**config.mk**
```make
export PLATFORM = sky130hd
export DESIGN_NAME = seq_rec_readout_ctrl
export DESIGN_NICKNAME = d
export VERILOG_FILES = /design/src/rtl/seq_rec_readout_ctrl.sv
export SDC_FILE = /design/constraint.sdc
export NUM_CORES = 1
export LEC_CHECK = 0
export CORE_MARGIN = 5
export CORE_UTILIZATION = 55
export CTS_CLUSTER_SIZE = 10
export DETAILED_ROUTE_END_ITERATION = 10
export GPL_TIMING_DRIVEN = 0
export PLACE_DENSITY = 0.86
export SLEW_MARGIN = 0
export SYNTH_ARGS = -nofsm -noshare
export SYNTH_HDL_FRONTEND = slang
export SYNTH_SLANG_ARGS = --single-unit
```
**constraint.sdc**
```tcl
create_clock -name BUS_CLK -period 7 [get_ports BUS_CLK]
set_clock_uncertainty 0.05 [all_clocks]
set_input_delay 1.4 -clock BUS_CLK [delete_from_list [all_inputs] [get_ports BUS_CLK]]
set_output_delay 1.4 -clock BUS_CLK [all_outputs]
set_load 0.02 [all_outputs]
```
**src/rtl/seq_rec_readout_ctrl.sv**
```systemverilog
// seq_rec_readout_ctrl: programs a sequence recorder, waits for its done bit
// and streams the captured bytes out over a valid/ready byte port.
// Ports: BUS_CLK/RST (sync, active-high); START/COUNT/EXT_EN run request;
// REC_ADD/REC_WR/REC_RD/REC_DOUT/REC_DIN recorder bus; DATA/DATA_VALID/
// DATA_READY readout stream; BUSY/DONE/TIMEOUT status.
// Optional macro SEQ_REC_CTRL_TIMEOUT_EN: bounds polling at TIMEOUT_POLLS
// failed polls and aborts with a recorder soft reset.
module seq_rec_readout_ctrl #(
  parameter int ABUSWIDTH     = 16,
  parameter int BASE_ADDR     = 0,
  parameter int MEM_BYTES     = 8192,
  parameter int TIMEOUT_POLLS = 1048576
) (
  input  logic                 BUS_CLK,
  input  logic                 RST,
  input  logic                 START,
  input  logic [15:0]          COUNT,
  input  logic                 EXT_EN,
  output logic [ABUSWIDTH-1:0] REC_ADD,
  output logic                 REC_WR,
  output logic                 REC_RD,
  output logic [7:0]           REC_DOUT,
  input  logic [7:0]           REC_DIN,
  output logic [7:0]           DATA,
  output logic                 DATA_VALID,
  input  logic                 DATA_READY,
  output logic                 BUSY,
  output logic                 DONE,
  output logic                 TIMEOUT
);

  localparam logic [ABUSWIDTH-1:0] A_SRST = ABUSWIDTH'(BASE_ADDR);
  localparam logic [ABUSWIDTH-1:0] A_STRT = A_SRST + ABUSWIDTH'(1);
  localparam logic [ABUSWIDTH-1:0] A_CONF = A_SRST + ABUSWIDTH'(2);
  localparam logic [ABUSWIDTH-1:0] A_CNTL = A_SRST + ABUSWIDTH'(3);
  localparam logic [ABUSWIDTH-1:0] A_CNTH = A_SRST + ABUSWIDTH'(4);
  localparam logic [ABUSWIDTH-1:0] A_MEM  = A_SRST + ABUSWIDTH'(16);
  localparam logic [16:0]          MEM_LIM = 17'(MEM_BYTES);

  typedef enum logic [3:0] {
    S_IDLE, S_WR_EN, S_WR_CNTL, S_WR_CNTH,
    S_ARM, S_POLL_RD, S_POLL_CHK, S_RD_REQ,
    S_RD_CAP, S_PUSH, S_FIN, S_ABORT
  } state_t;

  state_t                 state, nxt;
  logic [15:0]            cnt, cnt_d;
  logic [15:0]            idx, idx_d;
  logic                   ext_en, ext_d;
  logic [7:0]             data_d;
  logic                   dv_d;
  logic [ABUSWIDTH-1:0]   add_d;
  logic                   wr_d, rd_d;
  logic [7:0]             dout_d;
  logic [15:0]            count_clamped;
  logic                   poll_fail;
  logic                   poll_last;

  assign count_clamped = ({1'b0, COUNT} > MEM_LIM) ?
                         MEM_LIM[15:0] : COUNT;
  assign poll_fail = (state == S_POLL_CHK) && !REC_DIN[0];
  assign BUSY = (state != S_IDLE);

`ifdef SEQ_REC_CTRL_TIMEOUT_EN
  localparam logic [31:0] POLL_LAST = 32'(TIMEOUT_POLLS - 1);
  logic [31:0] poll_cnt;

  always_ff @(posedge BUS_CLK) begin
    if (RST || state == S_IDLE) poll_cnt <= '0;
    else if (poll_fail)         poll_cnt <= poll_cnt + 32'd1;
  end

  // The failing poll that brings the count to TIMEOUT_POLLS aborts.
  assign poll_last = (poll_cnt == POLL_LAST);

  // ABORT always hands over to FIN, so this lands in the FIN cycle.
  always_ff @(posedge BUS_CLK) begin
    if (RST) TIMEOUT <= 1'b0;
    else     TIMEOUT <= (state == S_ABORT);
  end
`else
  logic unused_timeout_cfg;
  assign unused_timeout_cfg = (TIMEOUT_POLLS != 0) ^ poll_fail;
  assign poll_last = 1'b0;
  assign TIMEOUT   = 1'b0;
`endif

  always_ff @(posedge BUS_CLK) begin
    if (RST) begin
      state      <= S_IDLE;
      cnt        <= '0;
      idx        <= '0;
      ext_en     <= 1'b0;
      DATA       <= '0;
      DATA_VALID <= 1'b0;
      REC_ADD    <= '0;
      REC_WR     <= 1'b0;
      REC_RD     <= 1'b0;
      REC_DOUT   <= '0;
      DONE       <= 1'b0;
    end else begin
      state      <= nxt;
      cnt        <= cnt_d;
      idx        <= idx_d;
      ext_en     <= ext_d;
      DATA       <= data_d;
      DATA_VALID <= dv_d;
      REC_ADD    <= add_d;
      REC_WR     <= wr_d;
      REC_RD     <= rd_d;
      REC_DOUT   <= dout_d;
      DONE       <= (nxt == S_FIN);
    end
  end

  always_comb begin
    nxt    = state;
    cnt_d  = cnt;
    ext_d  = ext_en;
    idx_d  = idx;
    data_d = DATA;
    dv_d   = DATA_VALID;
    unique case (state)
      S_IDLE: begin
        if (START) begin
          cnt_d = count_clamped;
          ext_d = EXT_EN;
          idx_d = '0;
          nxt   = (count_clamped == '0) ?
                  S_FIN : S_WR_EN;
        end
      end
      S_WR_EN:   nxt = S_WR_CNTL;
      S_WR_CNTL: nxt = S_WR_CNTH;
      S_WR_CNTH: nxt = S_ARM;
      S_ARM:     nxt = S_POLL_RD;
      S_POLL_RD: nxt = S_POLL_CHK;
      S_POLL_CHK: begin
        if (REC_DIN[0]) begin
          idx_d = '0;
          nxt   = S_RD_REQ;
        end else if (poll_last) begin
          nxt = S_ABORT;
        end else begin
          nxt = S_POLL_RD;
        end
      end
      S_RD_REQ: nxt = S_RD_CAP;
      S_RD_CAP: begin
        data_d = REC_DIN;
        dv_d   = 1'b1;
        nxt    = S_PUSH;
      end
      S_PUSH: begin
        if (DATA_READY) begin
          dv_d  = 1'b0;
          idx_d = idx + 16'd1;
          nxt   = (idx == cnt - 16'd1) ?
                  S_FIN : S_RD_REQ;
        end
      end
      S_FIN:   nxt = S_IDLE;
      S_ABORT: nxt = S_FIN;
      default: nxt = S_IDLE;
    endcase
  end

  // Strobes are registered from the next state so they are high exactly
  // in the matching state cycle; REC_ADD/REC_DOUT hold between strobes.
  always_comb begin
    wr_d   = 1'b0;
    rd_d   = 1'b0;
    add_d  = REC_ADD;
    dout_d = REC_DOUT;
    case (nxt)
      S_WR_EN: begin
        wr_d   = 1'b1;
        add_d  = A_CONF;
        dout_d = {7'b0, ext_d};
      end
      S_WR_CNTL: begin
        wr_d   = 1'b1;
        add_d  = A_CNTL;
        dout_d = cnt_d[7:0];
      end
      S_WR_CNTH: begin
        wr_d   = 1'b1;
        add_d  = A_CNTH;
        dout_d = cnt_d[15:8];
      end
      S_ARM: begin
        if (!ext_d) begin
          wr_d   = 1'b1;
          add_d  = A_STRT;
          dout_d = 8'h00;
        end
      end
      S_POLL_RD: begin
        rd_d  = 1'b1;
        add_d = A_STRT;
      end
      S_RD_REQ: begin
        rd_d  = 1'b1;
        add_d = A_MEM + ABUSWIDTH'(idx_d);
      end
      S_ABORT: begin
        wr_d   = 1'b1;
        add_d  = A_SRST;
        dout_d = 8'h00;
      end
      default: ;
    endcase
  end

endmodule

```
After elaboration in Yosys (flattened, before gate mapping)
Index checks and enable logic that the tools add are counted.
{"block": "totals", "elab_cells": 71, "input_bits": 29, "out_inout_bits": 38, "regBits": 73}
{"block": "op_classes", "addsub": 3, "magnitude_cmp": 1, "mux": 24, "reduce_logical": 11, "n_eq_ne": 21}
{"cell": "16-bit two-way mux", "n": 7}
{"cell": "16-bit case mux with 7 select lines", "n": 1}
{"cell": "16-bit case mux with 3 select lines", "n": 1}
{"cell": "4-bit case mux with 11 select lines", "n": 1}
{"cell": "8-bit case mux with 5 select lines", "n": 1}
{"cell": "4-bit by 3-bit equality test with 1-bit output (second input constant)", "n": 7}
{"cell": "4-bit equality test (second input constant)", "n": 5}
{"cell": "16-bit by 1-bit adder with 16-bit output (second input constant)", "n": 1}
{"cell": "5-bit by 16-bit adder with 16-bit output (first input constant)", "n": 1}
{"cell": "16-bit equality test", "n": 1}
{"cell": "4-bit by 2-bit equality test with 1-bit output (second input constant)", "n": 4}
{"cell": "16-bit by 14-bit > comparator with 1-bit output (second input constant)", "n": 1}
{"cell": "16-bit logical NOT", "n": 1}
{"cell": "4-bit two-way mux", "n": 4}
{"cell": "16-bit by 1-bit subtractor with 16-bit output (second input constant)", "n": 1}
{"cell": "4-bit by 1-bit equality test with 1-bit output (second input constant)", "n": 2}
{"cell": "8-bit two-way mux", "n": 1}
{"cell": "7-bit nonzero test", "n": 1}
{"cell": "2-bit AND reduction", "n": 3}
{"cell": "1-bit two-way mux", "n": 5}
{"cell": "5-bit nonzero test", "n": 1}
{"cell": "4-bit logical NOT", "n": 1}
{"cell": "2-bit != test (second input constant)", "n": 2}
{"cell": "1-bit case mux with 2 select lines", "n": 2}
{"cell": "other kinds (5)", "n": 5}

Longest topological paths before layout
Gate-level depths: netlist (run 1).
{"block": "depth", "word_depth": 9, "ltp_mapped": 11, "mapped_depth_nobuf": 10}

Worst setup path after synthesis (run 1)
Ideal clock, no wire load.
{"block": "synth_path", "path_type": "input-to-reg", "from": "input port DATA_READY", "to": "register REC_ADD[13]", "required_time_ps": 6833, "n_path_buf": 1, "cell_stages": 9, "arrival_ps": 3558, "slack_ps": 3275, "setup_time_ps": 117, "path_cell_list": "buf_4 and3_2 nand2_1 or4_4 a32oi_2 or4b_4 nor4_4 xnor2_1 a22o_1"}
{"block": "synth_via", "elab_chain_len": 5, "elab_cells_between_ends": 16, "classes_between": "add/sub: 1; eq/ne: 8; mux: 5; reduce/logical: 2"}
{"element": "start, declared", "line": "26", "text": "input logic DATA_READY,"}
{"element": "branches (longest 5 deep; another with 5-bit by 16-bit adder with 16-bit output)"}
{"element": "end signal, assigned", "line": "96", "text": "REC_ADD <= '0;"}
{"element": "end signal, assigned", "line": "108", "text": "REC_ADD <= add_d;"}
{"element": "end, declared", "line": "19", "text": "output logic [ABUSWIDTH-1:0] REC_ADD,"}
Several ways; the timed one is not identified.
A chain may end at the register's enable or synchronous reset.

Worst setup path after layout (run 1)
{"block": "layout_path", "from": "input port START", "to": "register REC_DOUT[0]"}
{"block": "layout_via", "elab_chain_len": 5, "elab_cells_between_ends": 15, "classes_between": "eq/ne: 6; mux: 7; reduce/logical: 2"}
{"element": "start, declared", "line": "16", "text": "input logic START,"}
{"element": "4-bit two-way mux", "line": "125", "text": "if (START) begin"}
{"element": "4-bit case mux with 11 select lines", "line": "123", "text": "unique case (state)"}
{"element": "4-bit by 3-bit equality test with 1-bit output, or another cell as far along", "line": "175", "text": "case (nxt)"}
{"element": "5-bit nonzero test (no source line) / 2-bit != test (equally long branches)"}
{"element": "2-bit AND reduction (no source line)"}
{"element": "end signal, assigned", "line": "111", "text": "REC_DOUT <= dout_d;"}
{"element": "end, declared", "line": "22", "text": "output logic [7:0] REC_DOUT,"}
Several ways; a longest one is shown, not always the timed one.

==> results of run 1 <==
-- cells in the mapped netlist (all sizes together), types with 3 or more instances --
library cell,n,area share
a31oi,6,0.0092
nand2b,7,0.011
nand4,5,0.0076
xor2,9,0.019
a22oi,5,0.0092
clkbuf,21,0.024
mux2i,3,0.0073
inv,10,0.0092
and2,7,0.011
a21oi,27,0.037
a222oi,5,0.012
xnor2,26,0.056
dfxtp,73,0.36
nor3b,4,0.0073
or4,5,0.011
o21ai,7,0.011
nor4,16,0.028
a22o,22,0.047
o21a,3,0.0055
and3,6,0.010
nor2,51,0.047
buf,11,0.022
nor2b,18,0.027
nor3,17,0.021
ha,3,0.0092
a221oi,4,0.012
nand3,16,0.020
nand2,53,0.049
o2bb2ai,4,0.0085
a311oi,3,0.0064
a21o,4,0.0095
-- path summary, 6_finish.rpt --
kind | from | end | slack (ns) | depth (start not counted)
worst max register to register | cnt[0]$_SDFF_PP0_ | REC_ADD[14]$_SDFFE_PP0P_ | 3.45 | 11
worst min register to register | DATA[6]$_SDFFE_PP0P_ | DATA[6]$_SDFFE_PP0P_ | 0.41 | 2
worst max-delay path | START | REC_DOUT[0]$_SDFFE_PP0P_ | 2.54 | 8
worst min-delay path | DATA[6]$_SDFFE_PP0P_ | DATA[6]$_SDFFE_PP0P_ | 0.41 | 2
-- logic make-up after synthesis --
logic type	Yosys count
XOR/XNOR	35
other	1
multiplexers	3
adder cells (fa/ha/maj)	3
flip-flops	73
buffers and inverters	42
AND/OR/NAND/NOR	219
AO/OA/AOI/OAI	111
-- power breakdown --
| group | internal, W | switching, W | leakage [nW] |
|---|---|---|---|
| logic | 0.0000791 | 0.000112 | 1.15 |
| registers | 0.000426 | 0.00000928 | 0.590 |
| clock network | 0.000280 | 0.000158 | 0.129 |
-- worst max-delay path, delay by kind of cell --
family	cells	cell delay (ns)
simple gates	5	1.55
compound gates	2	1.26
buf+inv	1	0.47
-- metrics by stage --
| step | setup slack (ns) | util | total power [W] |
|---|---|---|---|
| 2_1_floorplan | 3.275 | - | 0.0005636 |
| 3_3_place_gp | 2.340 | 0.6691 | 0.0006278 |
| 3_5_place_dp | 2.295 | 0.6691 | 0.0006314 |
| 4_1_cts | 2.654 | 0.7057 | 0.001066 |
| 5_1_grt | 2.467 | 0.7057 | 0.001098 |
| 6_report | 2.542 | 0.7057 | 0.001065 |
-- layer usage --
layer | global-route usage | vias to the layer above
met1 | 0.3040 | 1897
met2 | 0.4503 | 198
met4 | 0.1098 | 0
met5 | 0 | -
met3 | 0.05942 | 36
li1 | - | 1919
-- cell type report --
| cell class | instances | area, sq um |
|---|---|---|
| multi-input combinational | 372 | 2410 |
| fill | 567 | 2135 |
| sequential | 73 | 1461 |
| timing repair buffer | 63 | 630.6 |
| buffer | 32 | 190.2 |
| clock buffer | 10 | 137.6 |
| clock inverter | 5 | 127.6 |
| tap | 99 | 123.9 |
| inverter | 10 | 37.54 |
-- placed cells by master, fill, tap and decap left out, drive strengths merged, types with 6 or more instances in the layout --
cell / instances
dfxtp: 73
clkdlybuf4s50: 63
nand2: 53
nor2: 51
clkbuf: 31
a21oi: 27
xnor2: 26
a22o: 22
nor2b: 18
nor3: 17
nand3: 16
nor4: 16
buf: 11
inv: 10
xor2: 9
nand2b: 7
o21ai: 7
and2: 7
a31oi: 6
and3: 6
-- state kept, by name, indices dropped and copies added (netlist names) --
| register | cells |
|---|---|
| cnt | 16 |
| DATA_VALID | 1 |
| REC_WR | 1 |
| state | 4 |
| DATA | 8 |
| REC_DOUT | 8 |
| DONE | 1 |
| idx | 16 |
| REC_ADD | 16 |
| REC_RD | 1 |
| ext_en | 1 |
==> summary.txt, run 1 <==
Run status
  • Status: completed

Clock tree
  • Postcts setup bufs: 0
  • Root Buffer: clkbuf_8
  • Cts hold-fix bufs: 0
  • CTS Buffer Depth: 2
  • Clock Pin Slew Worst Setup and Hold Paths: 0.07 ns
  • Clock sink total: 73
  • Skew-Pair Late Insertion Delay: 0.36 ns
  • CTS tree: yes
  • H-tree depth: 3
  • Number of buffers created by CTS: 9
  • Post-CTS sizing: 0

Layout
  • N_diodes: 0
  • Nets: 593
  • Final Non-Filler Cells: 664
  • Share of layout cells above drive strength 1: 0.09735
  • Finished Cell Area: 5119 sq um
  • Area growth from synthesis to layout: 24.88%

Min path
  • Worst hold path type: reg2reg

STA
  • Max-slew violation count: 0
  • Achievable Freq: 224.3 MHz
  • Setup-failing EPs final: 0
  • RSZ-0062 raised after global routing: false
  • Slew @ Worst Pin: 1.354 ns
  • Final Critical Period: 4.458 ns
  • Min Hold Slack: 0.4133 ns
  • Slew headroom: 0.09202
  • Setup TNS: 0 ns
  • Final Hold Viols: 0
  • Fin crit share: 0.6369

Floorplan
  • Die Span Y: 96.33 microns
  • Core footprint: 7253 sq um
  • Rows: 31
  • Initial Util: 0.5651
  • I/O pins: 67
  • Die W: 96.33 microns
  • Die area: 9279 sq um

Yosys
  • Synth Register Bits: 73
  • Synth Area in XOR/XNOR: 0.07479
  • Post-Syn Area per Cell: 8.417 sq um
  • Yosys warning total: 0
  • Cell Area, Synth: 4099 sq um
  • Post-synthesis simple-gate area fraction: 0.2802
  • Post-Synthesis Cells: 487
  • Post-synthesis mux area share: 0.007326
  • Number of flops mapped to enable cells by yosys: 0
  • Sequential-to-total area share from yosys stat: 0.3565
  • Syn Nets: 519
  • Adder-cell area share of the yosys netlist: 0.009158
  • Asr flop ratio synth: 0
  • Synth Area in Compound Gates: 0.2155
  • Main combinational cell family by area after synthesis: simple AND/OR/NAND/NOR gates
  • Synth cell types: 77
  • Synth Flop Type: dfxtp_1

GRT
  • Pin count of the biggest net entering global routing: 13
  • Initial antenna violation count: 0
  • GRT Util Overall: 0.2590
  • Total grt overflow: 0
  • Vias in the first global route: 4010
  • Global-route wire length before repair: 18.69 mm

Drt
  • # DRC: 0
  • Initial DRC Count: 391
  • Pre-antenna DRT Iters: 6
  • Final ANT Viol Nets: 0
  • Wire length on met3: 994 microns
  • Top layer in use: met4
  • Metal2 WL: 5.583 mm
  • Final WL: 11.36 mm
  • Routed metal-1 wirelength: 4.504 mm
  • DR WL/cell: 17.11 microns
  • Via density: 6.099
  • Via count: 4050

Critical path
  • CP max stage delay: 1.07 ns
  • Crit path kind: in2reg
  • CP Data Arrival Time: 4.68 ns
  • CP Max Fanout: 9
  • Startpoint class of the critical path: input pin
  • CP Data Required Time: 7.23 ns
  • Worst-path cell chain: clkdlybuf4s50_1, nor3b_1, nand2_1, nor3_1, nor2b_1, a211oi_1, a21oi_1, nor3_1
  • Critical Path Sink Type: register
  • Crit path top cell by count: nor3_1
  • Crit path max-delay cell type: a211oi_1

Placement
  • Placed cell areas: 4853 sq um
  • Post-Place Cells: 649
  • I/O Buffers: 63
  • Routability cong.: 0.9028
  • Hpwl dp: 8.660 mm

Power
  • Peak supply drop: 0.0001506 V
  • Power per Cell Area: 208.1 nW/um^2
  • Static leakage: 1.864 nW

Flow run
  • Maxcap violations: 0
No activity file was read; power rests on OpenSTA's default activity.
==> run 2, diff against run 1 <==
- CORE_UTILIZATION: 55 -> 54
- PLACE_DENSITY: 0.86 -> 0.85
- clock period: 7 -> 4.6 ns (I/O delays scaled with it)
==> summary.txt, run 2 (same netlist as run 1, synthesis figures left out) <==
Run status
  • Status: completed

Drt
  • Pre-antenna DRT Iters: 5 (-1)
  • Final WL: 11.64 mm (+2.4%)
  • Via count: 4113 (+1.6%)
  • # DRC: 0 (unchanged)
  • Final ANT Viol Nets: 0 (unchanged)
  • Initial DRC Count: 348 (-11%)
  • DR WL/cell: 17.47 microns (+2.1%)
  • Via density: 6.176 (+1.3%)

STA
  • Final Critical Period: 3.670 ns
  • Final Hold Viols: 0 (unchanged)
  • Setup TNS: 0 ns (unchanged)
  • Achievable Freq: 272.5 MHz
  • Setup-failing EPs final: 0 (unchanged)
  • Max-slew violation count: 0 (unchanged)
  • Min Hold Slack: 0.4172 ns (+0.003945 ns)
  • Slew headroom: 0.3457 (+0.2537)
  • Slew @ Worst Pin: 0.9784 ns (-0.3754 ns)
  • Fin crit share: 0.7979
  • RSZ-0062 raised after global routing: false

Critical path
  • Critical Path Sink Type: register
  • Startpoint class of the critical path: input pin
  • CP Max Fanout: 8 (-1)
  • CP Data Required Time: 4.81 ns (-2.42 ns)
  • Crit path kind: in2reg
  • CP Data Arrival Time: 3.88 ns (-0.80 ns)

Floorplan
  • Initial Util: 0.5591 (-0.005980)
  • Rows: 31 (unchanged)
  • I/O pins: 67 (unchanged)
  • Die area: 9433 sq um (+1.7%)
  • Core footprint: 7331 sq um (+1.1%)
  • Die Span Y: 97.13 microns (+0.83%)
  • Die W: 97.13 microns (+0.83%)

Min path
  • Worst hold path type: reg2reg

Layout
  • Nets: 594 (+0.17%)
  • N_diodes: 0 (unchanged)
  • Final core occ: 0.6941 (-0.01156)
  • Area growth from synthesis to layout: 24.15%
  • # fillers: 569 (+0.35%)
  • Most common cell after layout, fill and taps aside: dfxtp_1
  • Share of layout cells above drive strength 1: 0.1005 (+0.003184)
  • Top flop regs: REC_ADD: 16 flops, cnt: 16 flops, idx: 16 flops
  • Most frequent cells in the layout: dfxtp_1, clkdlybuf4s50_1, nand2_1

Clock tree
  • Clock sink total: 73 (unchanged)
  • Cts hold-fix bufs: 0 (unchanged)
  • CTS tree: yes
  • H-tree depth: 3 (unchanged)
  • Number of buffers created by CTS: 9 (unchanged)
  • Postcts setup bufs: 0 (unchanged)
  • CTS Buffer Depth: 2 (unchanged)
  • Clock Pin Slew Worst Setup and Hold Paths: 0.08 ns (about the same)
  • Root Buffer: clkbuf_8
  • Skew-Pair Late Insertion Delay: 0.36 ns (about the same)
  • Post-CTS sizing: 0 (unchanged)

Placement
  • I/O Buffers: 63 (unchanged)
  • Hpwl dp: 8.616 mm (-0.50%)
  • Routability cong.: 0.9039 (+0.12%)

GRT
  • Pin count of the biggest net entering global routing: 14 (+1)
  • GRT Util Overall: 0.2444 (-0.01463)
  • Initial antenna violation count: 0 (unchanged)
  • Global-route wire length before repair: 19.19 mm (+2.7%)
  • Vias in the first global route: 3956 (-1.3%)
  • Total grt overflow: 0 (unchanged)

Power
  • Power per Cell Area: 302.7 nW/um^2 (+45%)
  • Static leakage: 1.853 nW (-0.58%)
  • Peak supply drop: 0.0001633 V (+8.4%)

Flow run
  • Maxcap violations: 0 (unchanged)
==> run 2: changes by cell type in the layout (fill, tap and decap cells not counted), sizes merged <==
cell    previous run  this run
bufinv             4         2
inv               10        11
clkbuf            31        32
clkinv             0         2
==> run 2: path summary, 6_finish.rpt <==
kind              depth (start not counted)  slack [ns]                        to                 start
setup / recovery                         10        0.93  REC_ADD[14]$_SDFFE_PP0P_                 START
hold / removal                            2        0.42      DATA[6]$_SDFFE_PP0P_  DATA[6]$_SDFFE_PP0P_
setup reg to reg                         11        1.02   REC_ADD[8]$_SDFFE_PP0P_     cnt[0]$_SDFF_PP0_
hold reg to reg                           2        0.42      DATA[6]$_SDFFE_PP0P_  DATA[6]$_SDFFE_PP0P_
==> run 2: worst max-delay path, cell delays in order <==
cell,delay (ns)
clkdlybuf4s50_1,0.48
nor3b_1,0.46
o21ai_4,0.19
and2_0,0.20
buf_2,0.16
a211oi_1,0.73
nor4_1,0.13
and4_2,0.28
xnor2_1,0.12
a22o_1,0.21
==> run 2: metal layers <==
layer	share of wire	vias to the layer above	wire [microns]	GRT usage
li1	-	1914	-	-
met4	0.031	0	366	0.1145
met3	0.074	42	856	0.05169
met2	0.48	205	5551	0.4130
met1	0.42	1952	4860	0.2955
met5	0	-	0	0
==> run 2: power breakdown <==
| group | switching, W | total (W) | internal (W) |
|---|---|---|---|
| Clock | 0.000261 | 0.000583 | 0.000322 |
| Sequential | 0.0000143 | 0.000663 | 0.000649 |
| Combinational | 0.000173 | 0.000295 | 0.000122 |
==> run 2: through the flow <==
stage,std cells,setup slack [ns],area [sq um],total power [W]
global route,666,0.6271,5089,0.001597
floorplan,487,1.355,4099,0.0008576
global placement,649,0.3902,4853,0.0009552
finish,666,0.9296,5089,0.001540
detailed placement,649,0.3671,4853,0.0009611
CTS,665,0.7339,5081,0.001534
==> run 2: cell type report <==
type	count	area, sq um	share of cell area
buffer	32	190.2	0.03737
clock buffer	10	137.6	0.02705
clock inverter	6	90.09	0.01770
inverter	10	37.54	0.007376
multi-input combinational	372	2410	0.4736
sequential	73	1461	0.2872
tap	99	123.9	0.02434
timing repair buffer	64	638.1	0.1254
